`src/rtl/bcd2binary.sv`:
```
// bcd2binary -- sequential packed-BCD to unsigned binary converter.
//
// Reverse double-dabble: the BCD value is loaded above a zeroed binary
// field, then the whole register is shifted right one bit per clock. After
// each shift, every BCD nibble that reads 8 or more has 3 subtracted. After
// BIN_W iterations the low field holds the binary result.
//
// Parameters:
//   DIGITS    number of packed BCD digits (input width 4*DIGITS)
//   BIN_W     result width, 2^BIN_W must exceed 10^DIGITS - 1
//
// Ports:
//   sys_clk    in   clock, rising edge
//   sys_rst_n  in   asynchronous active-low reset
//   start      in   conversion request, sampled only while idle
//   bcd_data   in   packed BCD, digit 0 in [3:0], captured on accept
//   busy       out  high while converting
//   done       out  one-cycle pulse, bin_data/err valid from this cycle
//   bin_data   out  result, held until the next done
//   err        out  invalid-digit flag, updated with done
//
// Optional feature: define BCD2BIN_CHECK_EN to flag nibbles above 9 at
// capture; a flagged conversion reports err=1 with bin_data=0. Without the
// macro err is tied low and invalid nibbles go through the datapath as-is.

module bcd2binary #(
  parameter int unsigned DIGITS = 4,
  parameter int unsigned BIN_W  = 14
) (
  input  logic                  sys_clk,
  input  logic                  sys_rst_n,
  input  logic                  start,
  input  logic [4*DIGITS-1:0]   bcd_data,
  output logic                  busy,
  output logic                  done,
  output logic [BIN_W-1:0]      bin_data,
  output logic                  err
);

  localparam int unsigned SR_W  = 4*DIGITS + BIN_W;
  localparam int unsigned CNT_W = (BIN_W > 1) ? $clog2(BIN_W) : 1;
  localparam logic [CNT_W-1:0] LAST = CNT_W'(BIN_W - 1);

  typedef enum logic {
    IDLE,
    CONV
  } state_t;

  state_t            state;
  logic [SR_W-1:0]   sreg;
  logic [SR_W-1:0]   shifted;
  logic [SR_W-1:0]   corrected;
  logic [CNT_W-1:0]  cnt;

  // One iteration: shift right, then correct each BCD nibble that is >= 8.
  always_comb begin
    shifted   = sreg >> 1;
    corrected = shifted;
    for (int unsigned i = 0; i < DIGITS; i++) begin
      if (shifted[BIN_W + 4*i +: 4] >= 4'd8)
        corrected[BIN_W + 4*i +: 4] = shifted[BIN_W + 4*i +: 4] - 4'd3;
    end
  end

`ifdef BCD2BIN_CHECK_EN
  logic bad_digit;
  logic invalid;

  always_comb begin
    bad_digit = 1'b0;
    for (int unsigned i = 0; i < DIGITS; i++) begin
      if (bcd_data[4*i +: 4] > 4'd9)
        bad_digit = 1'b1;
    end
  end
`else
  assign err = 1'b0;
`endif

  always_ff @(posedge sys_clk or negedge sys_rst_n) begin
    if (!sys_rst_n) begin
      state    <= IDLE;
      sreg     <= '0;
      cnt      <= '0;
      busy     <= 1'b0;
      done     <= 1'b0;
      bin_data <= '0;
`ifdef BCD2BIN_CHECK_EN
      invalid  <= 1'b0;
      err      <= 1'b0;
`endif
    end else begin
      done <= 1'b0;
      case (state)
        IDLE: begin
          if (start) begin
            sreg    <= {bcd_data, {BIN_W{1'b0}}};
            cnt     <= '0;
            busy    <= 1'b1;
            state   <= CONV;
`ifdef BCD2BIN_CHECK_EN
            invalid <= bad_digit;
`endif
          end
        end
        CONV: begin
          sreg <= corrected;
          if (cnt == LAST) begin
`ifdef BCD2BIN_CHECK_EN
            bin_data <= invalid ? '0 : corrected[BIN_W-1:0];
            err      <= invalid;
`else
            bin_data <= corrected[BIN_W-1:0];
`endif
            done  <= 1'b1;
            busy  <= 1'b0;
            state <= IDLE;
          end else begin
            cnt <= cnt + 1'b1;
          end
        end
        default: state <= IDLE;
      endcase
    end
  end

endmodule

```
`config.mk`:
```
export PLATFORM = sky130hd
export DESIGN_NAME = bcd2binary
export DESIGN_NICKNAME = d
export VERILOG_FILES = /design/src/rtl/bcd2binary.sv
export SDC_FILE = /design/constraint.sdc
export NUM_CORES = 1
export LEC_CHECK = 0
export CORE_ASPECT_RATIO = 0.9
export CORE_MARGIN = 2
export CORE_UTILIZATION = 62
export DETAILED_ROUTE_END_ITERATION = 10
export DONT_BUFFER_PORTS = 1
export GPL_TIMING_DRIVEN = 0
export PLACE_DENSITY = 0.78
export SYNTH_ARGS = -nofsm -noshare
export SYNTH_HDL_FRONTEND = slang
export SYNTH_SLANG_ARGS = --single-unit
```
`constraint.sdc`:
```
create_clock -name sys_clk -period 2.2 [get_ports sys_clk]
set_clock_uncertainty 0.15 [all_clocks]
set_input_delay 0.44 -clock sys_clk [delete_from_list [all_inputs] [get_ports sys_clk]]
set_output_delay 0.44 -clock sys_clk [all_outputs]
set_load 0.005 [all_outputs]
```
# == Yosys cells after proc, flatten, opt, wreduce, memory -nomap -nowiden ==
# Cells that the tools add are included.
# Widths: inputs -> output; s select.
# word_totals
word_cells,40
in_bits,19
regBits,51
# op_classes
mux,17
reduce_logical,3
n_bitwise,1
eq_ne,4
n_addsub,5
n_lt_le_gt_ge,4
# op_table
cell,count
$pmux 30 s2,1
$mux 30,1
$mux 4,6
$ge 4x4->1 const B,3
$sub 4x2->4 const B,3
$pmux 4 s2,1
$mux 1,6
$reduce_and 2->1,3
$add 4x1->4 const B,1
$eq 4x4->1 const B,1
$ge 3x4->1 const B,1
$ne 2x2->1 const B,2
$pmux 1 s2,2
$sub 3x2->4 const B,1
$ne 2x1->1 const B,1
$not 1->1,1

# == Depth between registers and ports, before layout ==
# Gate-level depths: netlist (run 1).
# depth
depth_word,3
mapped_depth,8
depth_no_buf,6

# == Worst setup path after synthesis (run 1) ==
# Ideal clock, no wire load.
# synth_path
path_type,register to register
start,register cnt[0]
end,register bin_data[0]
period_less_slack_ns,1.728
slack_ns,0.472
required_time_ns,1.925
path_stages_with_launch,7
t_arrival_ns,1.453
path_cell_list,dfrtp_1 > ha_1 > and3_1 > buf_6 > nand2_8 > buf_12 > mux2_4
# synth_via
elab_chain_cells,2
# synth_lines
item,line_no,text
start: declaration,53,logic [CNT_W-1:0] cnt;
start signal: assignment,119,cnt <= cnt + 1'b1;
$eq 4x4->1,108,if (cnt == LAST) begin
$reduce_and 2->1 (no line),n/a,
end signal: assignment,113,bin_data <= corrected[BIN_W-1:0];
end: declaration,36,"output logic [BIN_W-1:0] bin_data,"
# No other way between the ends.
# A chain may end at the register's enable or synchronous reset.

# == Worst setup path after layout (run 1) ==
# layout_path
start,register cnt[1]
end,register bin_data[11]
# The elaborated chain is that of the path after synthesis.

==> results of run 1 <==
-- flip-flops by register name (all words and copies together) (netlist names) --
name	flops
busy	1
done	1
cnt	4
bin_data	14
state	1
sreg	29
-- through the flow --
step,cells,setup WS (ns),hold slack [ns],util
finish,258,0.3552,0.1394,0.6994
global route,258,0.2826,0.1219,0.6994
global placement,248,0.3947,-0.004431,0.6579
CTS,258,0.3533,0.1273,0.6994
floorplan,202,0.4720,-0.005591,-
detailed placement,248,0.3591,-0.004366,0.6579
-- worst register-to-register path: cells and delay by family, from the launching register on --
family	cells	cell delay [ns]
mux	1	0.30
flops	1	0.43
fa+ha+maj	1	0.21
simple gates	2	0.29
buf+inv	3	0.36
-- worst paths after layout --
| path | startpoint | end | slack, ns | cells after the start |
|---|---|---|---|---|
| max in group asynchronous | sys_rst_n | sreg[19] | 1.21 | 2 |
| min in group asynchronous | sys_rst_n | sreg[11] | 0.48 | 2 |
| hold / removal | bcd_data[15] | sreg[29] | 0.14 | 2 |
| hold reg to reg | sreg[28] | sreg[27] | 0.35 | 2 |
| setup / recovery | cnt[1] | bin_data[11] | 0.36 | 7 |
| setup reg to reg | cnt[1] | bin_data[11] | 0.36 | 7 |
-- power by group --
part,switching (mW),internal [mW],total [mW]
Combinational,0.643,0.723,1.37
Sequential,0.382,1.34,1.72
Clock,0.330,0.347,0.677
-- cells in the mapped netlist (all sizes together), types with 2 or more instances --
| cell | count | area (um^2) |
|---|---|---|
| a22o | 9 | 78.83 |
| a211oi | 6 | 45.04 |
| mux2 | 14 | 191.4 |
| nand3 | 2 | 10.01 |
| inv | 9 | 33.78 |
| nor2b | 10 | 62.56 |
| nand2b | 5 | 31.28 |
| buf | 8 | 72.56 |
| nor2 | 4 | 17.52 |
| o21ai | 12 | 60.06 |
| nand2 | 17 | 80.08 |
| xor2 | 3 | 26.28 |
| ha | 8 | 100.1 |
| a21oi | 10 | 50.05 |
| nor3 | 2 | 10.01 |
| o22ai | 4 | 25.02 |
| dfrtp | 50 | 1251 |
| mux2i | 14 | 140.1 |
| clkbuf | 5 | 18.77 |
| xnor2 | 4 | 35.03 |
-- area by class of cell --
cell class / instances / area, um^2
buffer: 13 / 91.34
clock buffer: 5 / 68.82
clock inverter: 3 / 47.55
fill: 244 / 1114
inverter: 9 / 33.78
multi-input combinational: 130 / 1003
sequential: 50 / 1251
tap: 46 / 57.56
timing repair buffer: 2 / 37.54
-- layer usage --
metal	vias up	wire, um
met5	-	0
met4	0	132
met3	14	244
met2	45	2120
met1	753	1931
li1	708	-
-- cells by family after synthesis --
kind of cell               after synthesis  share of synthesized area
DFF                                     50                     0.5258
and+or+nand+nor                         42                    0.09464
other                                    1                   0.001576
adders and majority gates                8                    0.04206
AOI/OAI and AO/OA                       44                     0.1183
buffers and inverters                   22                    0.05257
xor gates and xnor gates                 7                    0.02576
muxes                                   28                     0.1393
==> flow_summary.ini, run 1 <==
[power_and_ir_drop]
power.total_mw = 3.761
p_leak_nw = 1.245
powerDensity_nw_per_um2 = 1452
peakVddDrop_mv = 0.6430

[grt]
antenna_found_initial = 0
grt_pass1_wl_um = 7610
grt_pass1_vias = 1574
use_met1 = 0.2782
overflow = 0
grt_start_max_net_pins = 51
grt_busiest_layer = met2
grtUsageMet2 = 0.3594
use_met3 = 0.08065
grt_use_total = 0.2260

[cts]
cts_buffers = 5
post-cts-setup-buffers = 0
cts_resized = 0
htree_levels = 2
cts.sink_count = 50
tritoncts = built
ctsLongestPathBuffers = 2
clock_latency_ns = 0.32
hold_buffers = 2
cts-root-buf = clkbuf_8
clk_pin_slew_ns = 0.09

[min_path]
hold_path.class = in2reg

[place]
gp_congestion = 0.7861
hpwl_um = 2990
portBuffers = 0
dpl_cell_area_um2 = 2437

[sta]
clock.fmax_ghz = 0.5421
grt_setup_unrepaired = no
finalSetupViolCount = 0
min_period_over_period = 0.8386
hold_viol = 0
tightest_slew_ns = 0.5582
fin_crit_ns = 1.845
setup_tns_ns = 0
slew_headroom = 0.6279
slew_violations = 0

[floorplanning]
start_util = 0.6424
die_h_um = 62.78
ios = 36
core_area_um2 = 3705
rows = 21
die_w_um = 69.31
dieArea_um2 = 4351

[synth]
synth_edf_count = 0
synth_cells = 202
synth_area_um2 = 2380
synth_cell_types = 32
syn_avg_cell_area_um2 = 11.78
syn-num-nets = 229
ys_async_sr_fraction = 1.000
synth_ff_type = dfrtp_1
ys_warn_count = 0
ys_seq_area_frac = 0.5258
ys_ff_latch = 50

[routing]
ant_nets = 0
first_pass_iters = 4
vias_per_cell = 5.891
wl_um = 4428
vias = 1520
drc = 0
drt_iter0_markers = 101
wl_per_cell_um = 17.16

[critical_path]
path_cells = inv_1 > ha_1 > and3_1 > buf_6 > nand2_8 > buf_12 > mux2_4
arrival_ns = 1.90
worst_path_max_delay_cell = dfrtp_1
crit_type = reg2reg
crit_family = flip-flops
worst-path-buf-inv = 3
start_kind = flip-flop
critPathMaxStageDelay_ns = 0.43
end_kind = flip-flop
cp_max_fo = 10
crit_required_ns = 2.25

[flow_run]
drv_cap = 0

[layout]
design_area_um2 = 2591
syn2layout_area_growth_pct = 8.886
layout_common_cells = 50 x dfrtp_1, 16 x nand2_1, 14 x mux2i_1
layout-drive-gt1-share = 0.1557
mostFrequentLayoutCell = dfrtp_1
diodes = 0
fin_nets = 238

[run_status]
status = complete, no violations
No activity file was read; power rests on OpenSTA's default activity.
==> run 2, diff against run 1 <==
==> constraint.sdc (replaced) <==
create_clock -name sys_clk -period 1.8 [get_ports sys_clk]
set_clock_uncertainty 0.15 [all_clocks]
set_input_delay 0.36 -clock sys_clk [delete_from_list [all_inputs] [get_ports sys_clk]]
set_output_delay 0.36 -clock sys_clk [all_outputs]
set_load 0.005 [all_outputs]
==> flow_summary.ini, run 2 (synthesis gave the netlist of run 1 again) <==
[run_status]
status = complete, no violations

[layout]
layout-drive-gt1-share = 0.1776
syn2layout_area_growth_pct = 10.09
diodes = 0
top_regs = sreg: 29 flops, bin_data: 14 flops, cnt: 4 flops
layout_common_cells = 49 x dfrtp_1, 16 x nand2_1, 14 x mux2i_1
largest_register_ffs = 29
mostFrequentLayoutCell = dfrtp_1
regMostFlops = sreg
fin_nets = 240

[place]
hpwl_um = 2990
portBuffers = 0
gp_congestion = 0.7861

[sta]
slew_headroom = 0.6076
setup_tns_ns = 0
slew_violations = 0
fin_crit_ns = 1.748
tightest_slew_ns = 0.5885
finalSetupViolCount = 0
clock.fmax_ghz = 0.5722
min_period_over_period = 0.9709
holdWs_ns = 0.06167
grt_setup_unrepaired = no
hold_viol = 0

[floorplanning]
dieArea_um2 = 4351
rows = 21
die_h_um = 62.78
start_util = 0.6424
ios = 36
die_w_um = 69.31
core_area_um2 = 3705

[critical_path]
start_kind = flip-flop
worst-path-buf-inv = 3
arrival_ns = 1.80
crit_family = flip-flops
crit_type = reg2reg
end_kind = flip-flop
path_cells = inv_2 > ha_4 > and3_1 > buf_6 > nand2_8 > buf_12 > mux2_4
critPathMaxStageDelay_ns = 0.40
worst_path_max_delay_cell = dfrtp_1
crit_required_ns = 1.85
cp_max_fo = 10

[grt]
grt_start_max_net_pins = 51
grt_use_total = 0.2308
antenna_found_initial = 0
grt_pass1_vias = 1591
grt_pass1_wl_um = 7776
overflow = 0

[power_and_ir_drop]
peakVddDrop_mv = 0.7852
powerDensity_nw_per_um2 = 1789
p_leak_nw = 1.252
power.total_mw = 4.688

[routing]
vias_per_cell = 5.888
drc = 0
drt_iter0_markers = 104
wl_um = 4575
wl_per_cell_um = 17.60
ant_nets = 0
vias = 1531
first_pass_iters = 4

[cts]
htree_levels = 2
ctsLongestPathBuffers = 2
clk_pin_slew_ns = 0.09
cts_buffers = 5
cts.sink_count = 50
tritoncts = built
cts-root-buf = clkbuf_8
clock_latency_ns = 0.32

[min_path]
hold_path.class = in2reg

[flow_run]
drv_cap = 0
run 2: per-layer routing:
metal,GRT usage,wire length [um],vias to the layer above
met5,0,0,-
met4,0.09314,95,0
met3,0.07903,247,10
met2,0.3714,2249,46
met1,0.2868,1981,762
li1,-,-,713
run 2: what timing repair did:
| item | CTS | global route |
|---|---|---|
| hold buffers | 2 | 0 |
| buffers inserted | 2 | 0 |
| resized for setup | 1 | 3 |
| pin swaps | 0 | 0 |
| setup endpoints to repair | 9 | 9 |
| endpoints found under the hold margin | 50 | 0 |
run 2: path summary, 6_finish.rpt:
check                             start      endpoint  slack, ns  cells past startpoint
min reg2reg                    sreg[28]      sreg[27]       0.35                      2
min                        bcd_data[15]      sreg[29]       0.06                      2
max reg2reg                      cnt[1]  bin_data[11]       0.05                      7
max in group asynchronous     sys_rst_n        cnt[0]       0.87                      2
min in group asynchronous     sys_rst_n      sreg[11]       0.40                      2
max                              cnt[1]  bin_data[11]       0.05                      7
run 2: power breakdown:
group / switching [mW] / internal, mW / total (mW)
Clock: 0.405 / 0.424 / 0.829
Combinational: 0.837 / 0.928 / 1.77
Sequential: 0.459 / 1.63 / 2.09
Total: 1.70 / 2.99 / 4.69
run 2: final cells by class:
| type | count | area (um^2) |
|---|---|---|
| buffer | 13 | 91.34 |
| clock buffer | 5 | 68.82 |
| clock inverter | 3 | 47.55 |
| fill | 241 | 1085 |
| inverter | 9 | 33.78 |
| multi-input combinational | 130 | 1016 |
| sequential | 50 | 1252 |
| tap | 46 | 57.56 |
| timing repair buffer | 4 | 52.55 |
run 2: worst register-to-register path: cells and delay by family (launching register included):
family        cells  cell delay (ns)
fa+ha+maj         1             0.16
buf+inv           3             0.35
flops             1             0.40
mux               1             0.30
simple gates      2             0.28
run 2: per-stage QoR:
stage	area [um^2]	std cells	utilization	worst slack, ns
final	2620	260	0.7072	0.05238
after global routing	2620	260	0.7072	0.03082
after global placement	2437	248	0.6579	-0.005303
after CTS	2608	260	0.7038	0.02260
after detailed placement	2437	248	0.6579	-0.04087
after floorplan	2380	202	-	0.07201
